## src/rtl/seq_pkg.sv

```systemverilog
`default_nettype none
// ------------------------------------------------------------------
// seq_pkg: state encodings and helpers shared by compute_sequencer
// Rev 1.0
// ------------------------------------------------------------------
package seq_pkg;

  typedef enum logic [2:0] {
    S_IDLE    = 3'd0,
    S_LOAD    = 3'd1,
    S_RUN_PE  = 3'd2,
    S_RUN_3X3 = 3'd3,
    S_RUN_2X2 = 3'd4,
    S_DISPLAY = 3'd5,
    S_DONE    = 3'd6,
    S_ERROR   = 3'd7
  } state_e;

  // Display block's S_DONE_DISPLAY code
  localparam logic [2:0] DISP_DONE_CODE = 3'd4;

  function automatic logic is_timed(input state_e s);
    return (s == S_RUN_PE) || (s == S_RUN_3X3) || (s == S_RUN_2X2) || (s == S_DISPLAY);
  endfunction

  function automatic logic is_busy(input state_e s);
    return (s != S_IDLE) && (s != S_DONE) && (s != S_ERROR);
  endfunction

endpackage
`default_nettype wire

```

## src/rtl/stage_timer.sv

```systemverilog
`default_nettype none
// ------------------------------------------------------------------
// stage_timer: per-stage residency counter with TIMEOUT compare
// Rev 1.0
// ------------------------------------------------------------------
module stage_timer #(
  parameter int TIMEOUT = 1024,
  parameter int CNT_W   = 10
) (
  input  logic clk,
  input  logic reset,
  input  logic clear,
  input  logic en,
  output logic expired
);

  logic [CNT_W-1:0] cnt_q;

  always_ff @(posedge clk) begin
    if (reset) begin
      cnt_q <= '0;
    end else if (clear) begin
      cnt_q <= '0;
    end else if (en) begin
      cnt_q <= cnt_q + 1'b1;
    end
  end

  assign expired = (cnt_q == CNT_W'(TIMEOUT - 1));

endmodule
`default_nettype wire

```

## src/rtl/compute_sequencer.sv

```systemverilog
`default_nettype none
// ------------------------------------------------------------------
// compute_sequencer: operand load, PE/3x3/2x2 engine and display sequencing
// Rev 1.0
// ------------------------------------------------------------------
module compute_sequencer
  import seq_pkg::*;
#(
  parameter int LOAD_CYCLES = 4,
  parameter int TIMEOUT     = 1024,
  parameter int CNT_W       = 10
) (
  input  logic       clk,
  input  logic       reset,
  input  logic       start,
  input  logic       abort,
  input  logic       done_pe,
  input  logic       done_3x3,
  input  logic       done_2x2,
  input  logic [2:0] state_display_i,
  output logic       load_en,
  output logic [1:0] load_addr,
  output logic       start_pe,
  output logic       start_3x3,
  output logic       start_2x2,
  output logic       run_display,
  output logic       busy,
  output logic       done,
  output logic       error,
  output logic [2:0] err_stage,
  output logic [2:0] current_state
);

  localparam logic [1:0] LOAD_LAST = 2'(LOAD_CYCLES - 1);

  state_e     state_q, state_d;
  logic       first_q;
  logic       entering;
  logic       tmr_expired;
  logic       load_en_q, start_pe_q, start_3x3_q, start_2x2_q;
  logic       run_display_q, busy_q, done_q, error_q;
  logic [1:0] load_addr_q;
  logic [2:0] err_stage_q;

  always_ff @(posedge clk) begin
    if (reset) begin
      state_q <= S_IDLE;
      first_q <= 1'b0;
    end else begin
      state_q <= state_d;
      first_q <= entering;
    end
  end

  // Engine done is only honoured after the entry cycle (first_q low)
  always_comb begin
    state_d = state_q;
    if (abort && (state_q != S_IDLE)) begin
      state_d = S_IDLE;
    end else begin
      case (state_q)
        S_IDLE, S_DONE, S_ERROR: if (start) state_d = S_LOAD;
        S_LOAD:    if (load_addr_q == LOAD_LAST) state_d = S_RUN_PE;
        S_RUN_PE:  if (done_pe && !first_q) state_d = S_RUN_3X3;
                   else if (tmr_expired) state_d = S_ERROR;
        S_RUN_3X3: if (done_3x3 && !first_q) state_d = S_RUN_2X2;
                   else if (tmr_expired) state_d = S_ERROR;
        S_RUN_2X2: if (done_2x2 && !first_q) state_d = S_DISPLAY;
                   else if (tmr_expired) state_d = S_ERROR;
        S_DISPLAY: if (state_display_i == DISP_DONE_CODE) state_d = S_DONE;
                   else if (tmr_expired) state_d = S_ERROR;
        default:   state_d = S_IDLE;
      endcase
    end
  end

  assign entering = (state_d != state_q);

  stage_timer #(
    .TIMEOUT (TIMEOUT),
    .CNT_W   (CNT_W)
  ) u_timer (
    .clk     (clk),
    .reset   (reset),
    .clear   (entering),
    .en      (is_timed(state_q)),
    .expired (tmr_expired)
  );

  // Outputs decoded from the next state so they line up with state_q
  always_ff @(posedge clk) begin
    if (reset) begin
      load_en_q     <= 1'b0;
      load_addr_q   <= 2'd0;
      start_pe_q    <= 1'b0;
      start_3x3_q   <= 1'b0;
      start_2x2_q   <= 1'b0;
      run_display_q <= 1'b0;
      busy_q        <= 1'b0;
      done_q        <= 1'b0;
      error_q       <= 1'b0;
      err_stage_q   <= 3'd0;
    end else begin
      load_en_q     <= (state_d == S_LOAD);
      load_addr_q   <= ((state_d == S_LOAD) && (state_q == S_LOAD)) ? load_addr_q + 2'd1 : 2'd0;
      start_pe_q    <= entering && (state_d == S_RUN_PE);
      start_3x3_q   <= entering && (state_d == S_RUN_3X3);
      start_2x2_q   <= entering && (state_d == S_RUN_2X2);
      run_display_q <= (state_d == S_DISPLAY);
      busy_q        <= is_busy(state_d);
      done_q        <= (state_d == S_DONE);
      error_q       <= (state_d == S_ERROR);
      if (entering && (state_d == S_ERROR)) begin
        err_stage_q <= state_q;
      end else if (entering && (state_d == S_LOAD)) begin
        err_stage_q <= 3'd0;
      end
    end
  end

  assign load_en       = load_en_q;
  assign load_addr     = load_addr_q;
  assign start_pe      = start_pe_q;
  assign start_3x3     = start_3x3_q;
  assign start_2x2     = start_2x2_q;
  assign run_display   = run_display_q;
  assign busy          = busy_q;
  assign done          = done_q;
  assign error         = error_q;
  assign err_stage     = err_stage_q;
  assign current_state = state_q;

endmodule
`default_nettype wire
```

## config.mk

```make
export PLATFORM = sky130hd
export DESIGN_NAME = compute_sequencer
export DESIGN_NICKNAME = d
export VERILOG_FILES = /design/src/rtl/seq_pkg.sv /design/src/rtl/stage_timer.sv /design/src/rtl/compute_sequencer.sv
export SDC_FILE = /design/constraint.sdc
export NUM_CORES = 1
export LEC_CHECK = 0
export CAP_MARGIN = 20
export CORE_MARGIN = 2
export CORE_UTILIZATION = 40
export DETAILED_ROUTE_END_ITERATION = 8
export DONT_BUFFER_PORTS = 1
export GPL_TIMING_DRIVEN = 0
export SKIP_LAST_GASP = 1
export SLEW_MARGIN = 25
export SYNTH_ARGS = -nofsm -noshare
export SYNTH_HDL_FRONTEND = slang
export SYNTH_SLANG_ARGS = --single-unit
```

## constraint.sdc

```tcl
create_clock -name clk -period 2.79 [get_ports clk]
set_input_delay 0.558 -clock clk [delete_from_list [all_inputs] [get_ports clk]]
set_output_delay 0.558 -clock clk [all_outputs]
set_load 0.01 [all_outputs]
```

==> metrics.txt <==
origin of the critical flop-to-flop path current_state[1]; vias in the first global route 1,080; GRT Residual Overflow 0; clock-pin slew on the worst setup and hold paths 0.16 ns; power density relative to cell area 463.3 nW/um^2; reg-to-reg endpoint u_timer.cnt_q[4]; total number of vias 1,112; type of the most critical hold path in2reg; synthesized cell area 1358 um^2; synthesized net count 164; largest area contributor in the netlist dfxtp_1; number of antenna violations at the first check in global routing 0; post-CTS resize count 0; run status complete, no violations; final worst hold slack 0.3962 ns; standard-cell row count 21; via density per instance 5.505; register-to-register path setup slack 0.26 ns; total leakage power 0.4868 nW; effective utilization at floorplan 41.33%; First DRT Iteration DRCs 50; HPWL reported at the end of detailed placement 2173 um; number of filler cells placed in the layout 329; Wirelength per Cell 13.96 um; Synth Register Bits 27; dpl ws 0.2497 ns; f_max 395.9 MHz; clock tree from TritonCTS yes; launch point of the worst path current_state[1]; total number of H-tree levels 1; data arrival time at the worst-slack endpoint 2.79 ns; vertical die dimension 62.26 um; distinct cell type count of the synthesized netlist 45; Antenna Cells 0; final count of hold timing violations 0; share of layout cells above drive strength 1 10.90%; maximum clock insertion buffer count 2; number of instances in the synthesized netlist 152; synthesis-to-layout area growth 6.452%; total routed wirelength 2819 um; most used flip-flop cell after synthesis dfxtp_1; latest clock arrival within the worst-skew pair 0.33 ns; asr flop ratio synth 0%; slew at the pin with the worst max-slew slack 0.4377 ns; main area contributors after synthesis dfxtp_1 (40%), nor2_1 (5.8%), xnor2_1 (3.9%); portion of the clock cycle consumed by the worst path in the final layout 90.53%; total negative slack for setup checks 0 ns; global-route wire length before repair 5050 um; Max rail drop VDD 0.0001763 V; Critical Path End u_timer.cnt_q[4]; yosys warns 0; most instantiated cells after synthesis dfxtp_1 (27), nor2_1 (21), nand2_1 (11); proportion of netlist area held by the largest area contributor 39.82%; critical path class reg2reg; startpoint kind of the worst setup timing path flip-flop; die area 3876 um^2; RSZ-0062 raised after global routing false; number of flops mapped to enable cells by yosys 0; worst rel slew slack 70.82%; average cell area after synthesis 8.931 um^2; max-capacitance violation count 0; dominant cell by count in the synthesized netlist dfxtp_1; RePlAce Congestion 0.7455; buffers added on ports 0; Setup WS post-layout 0.2643 ns; Post CTS Setup Buffer Count 0; Final Setup Violations 0; required time at the worst-slack endpoint 3.05 ns; pins over their slew limit 0; Period minus WS final 2.526 ns; sequential share of the synthesized area 39.82%; overall global routing resource usage 16.02%; Chip Width 62.26 um; CTS hold repair buffers 0; Max Clock Skew 0.01029 ns; drt drc 0; Worst setup EP type flip-flop; number of buffers inserted during clock tree synthesis 3; fin nets 169; # clock sinks 27; core area 3284 um^2; post-detailed-route count of antenna-violating nets 0; CTS Root Cell clkbuf_4; pin count of the biggest net entering global routing 17; first-pass iteration count of the detailed router 4; critical path fanouts, max 10; number of cells on the worst reg-to-reg path 8; Top Ports 26
## how the worst min path moves through the flow
| stage | cells past startpoint | startpoint | slack, ns | end |
|---|---|---|---|---|
| 2_1_floorplan | 2 | u_timer.cnt_q[1] | 0.47 | u_timer.cnt_q[1] |
| 3_3_place_gp | 2 | u_timer.cnt_q[1] | 0.49 | u_timer.cnt_q[1] |
| 3_5_place_dp | 2 | u_timer.cnt_q[1] | 0.50 | u_timer.cnt_q[1] |
| 4_1_cts | 2 | reset | 0.39 | start_pe |
| 5_1_grt | 2 | reset | 0.39 | start_3x3 |
| 6_report | 2 | reset | 0.40 | start_pe |
## routing by layer
| layer | global-route usage, % | up-vias | wire, um |
|---|---|---|---|
| li1 | - | 553 | - |
| met1 | 20.09 | 509 | 1263 |
| met2 | 25.95 | 42 | 1299 |
| met3 | 4.529 | 8 | 193 |
| met4 | 6.667 | 0 | 63 |
| met5 | 0 | - | 0 |
## stage by stage
| stage | area (um^2) | std cells | utilization, % | power (mW) |
|---|---|---|---|---|
| 2_1_floorplan | 1358 | 152 | - | 0.4835 |
| 3_3_place_gp | 1415 | 198 | 43.09 | 0.5001 |
| 3_5_place_dp | 1415 | 198 | 43.09 | 0.5024 |
| 4_1_cts | 1445 | 202 | 44.00 | 0.6771 |
| 5_1_grt | 1445 | 202 | 44.00 | 0.7045 |
| 6_report | 1445 | 202 | 44.00 | 0.6695 |
## area by class of cell
type | instances | area, um^2 | share of cell area [%]
buffer | 4 | 18.77 | 1.299
clock buffer | 3 | 22.52 | 1.558
clock inverter | 1 | 7.507 | 0.5195
inverter | 6 | 22.52 | 1.558
multi-input combinational | 115 | 775.7 | 53.68
sequential | 27 | 540.5 | 37.40
tap | 46 | 57.56 | 3.983
## kinds of logic (layout without fill, tap and decap cells)
| family | Yosys count | count (layout) | share of synthesized area (%) |
|---|---|---|---|
| simple gates | 76 | 76 | 30.42 |
| compound gates | 25 | 25 | 16.59 |
| fa+ha+maj | 2 | 2 | 1.843 |
| buf+inv | 10 | 14 | 3.041 |
| flops | 27 | 27 | 39.82 |
| xor+xnor | 12 | 12 | 8.295 |
## power breakdown
group	total, mW	internal, mW	leakage (nW)	switching, mW
combinational	0.0869	0.0317	0.254	0.0551
clock	0.176	0.0548	0.0139	0.121
sequential	0.407	0.395	0.219	0.0121
## cell usage in the layout (no fill, tap or decap), types with 2 or more instances in the layout
| cell | count |
|---|---|
| ha_1 | 2 |
| xor2_1 | 5 |
| o22ai_1 | 2 |
| inv_1 | 6 |
| a31oi_1 | 2 |
| nor2_1 | 21 |
| nand2_1 | 11 |
| nor3b_1 | 4 |
| and3_1 | 3 |
| buf_2 | 3 |
| nand3b_1 | 2 |
| nor2b_1 | 2 |
| nor4_1 | 3 |
| dfxtp_1 | 27 |
| nand4_1 | 4 |
| nand3_1 | 5 |
| clkbuf_4 | 3 |
| a21oi_1 | 3 |
| o2bb2ai_1 | 3 |
| nor3_1 | 7 |
| nand2b_1 | 6 |
| xnor2_1 | 6 |
| o21a_1 | 2 |
## worst max-delay path, cell delays in order (launching register included)
cell	delay (ns)
dfxtp_1	0.56
buf_2	0.30
nand3b_1	0.10
o31ai_1	0.11
nor2_1	0.10
a211o_1	0.40
xor2_2	0.34
nand4b_2	0.34
nor2_1	0.20
## sequential cells by signal, summed over array words and instances (netlist names), 2 cells and up
name and flops:
current_state 3, load_addr 2, u_timer.cnt_q 10, err_stage 3
No activity file was read; power rests on OpenSTA's default activity.
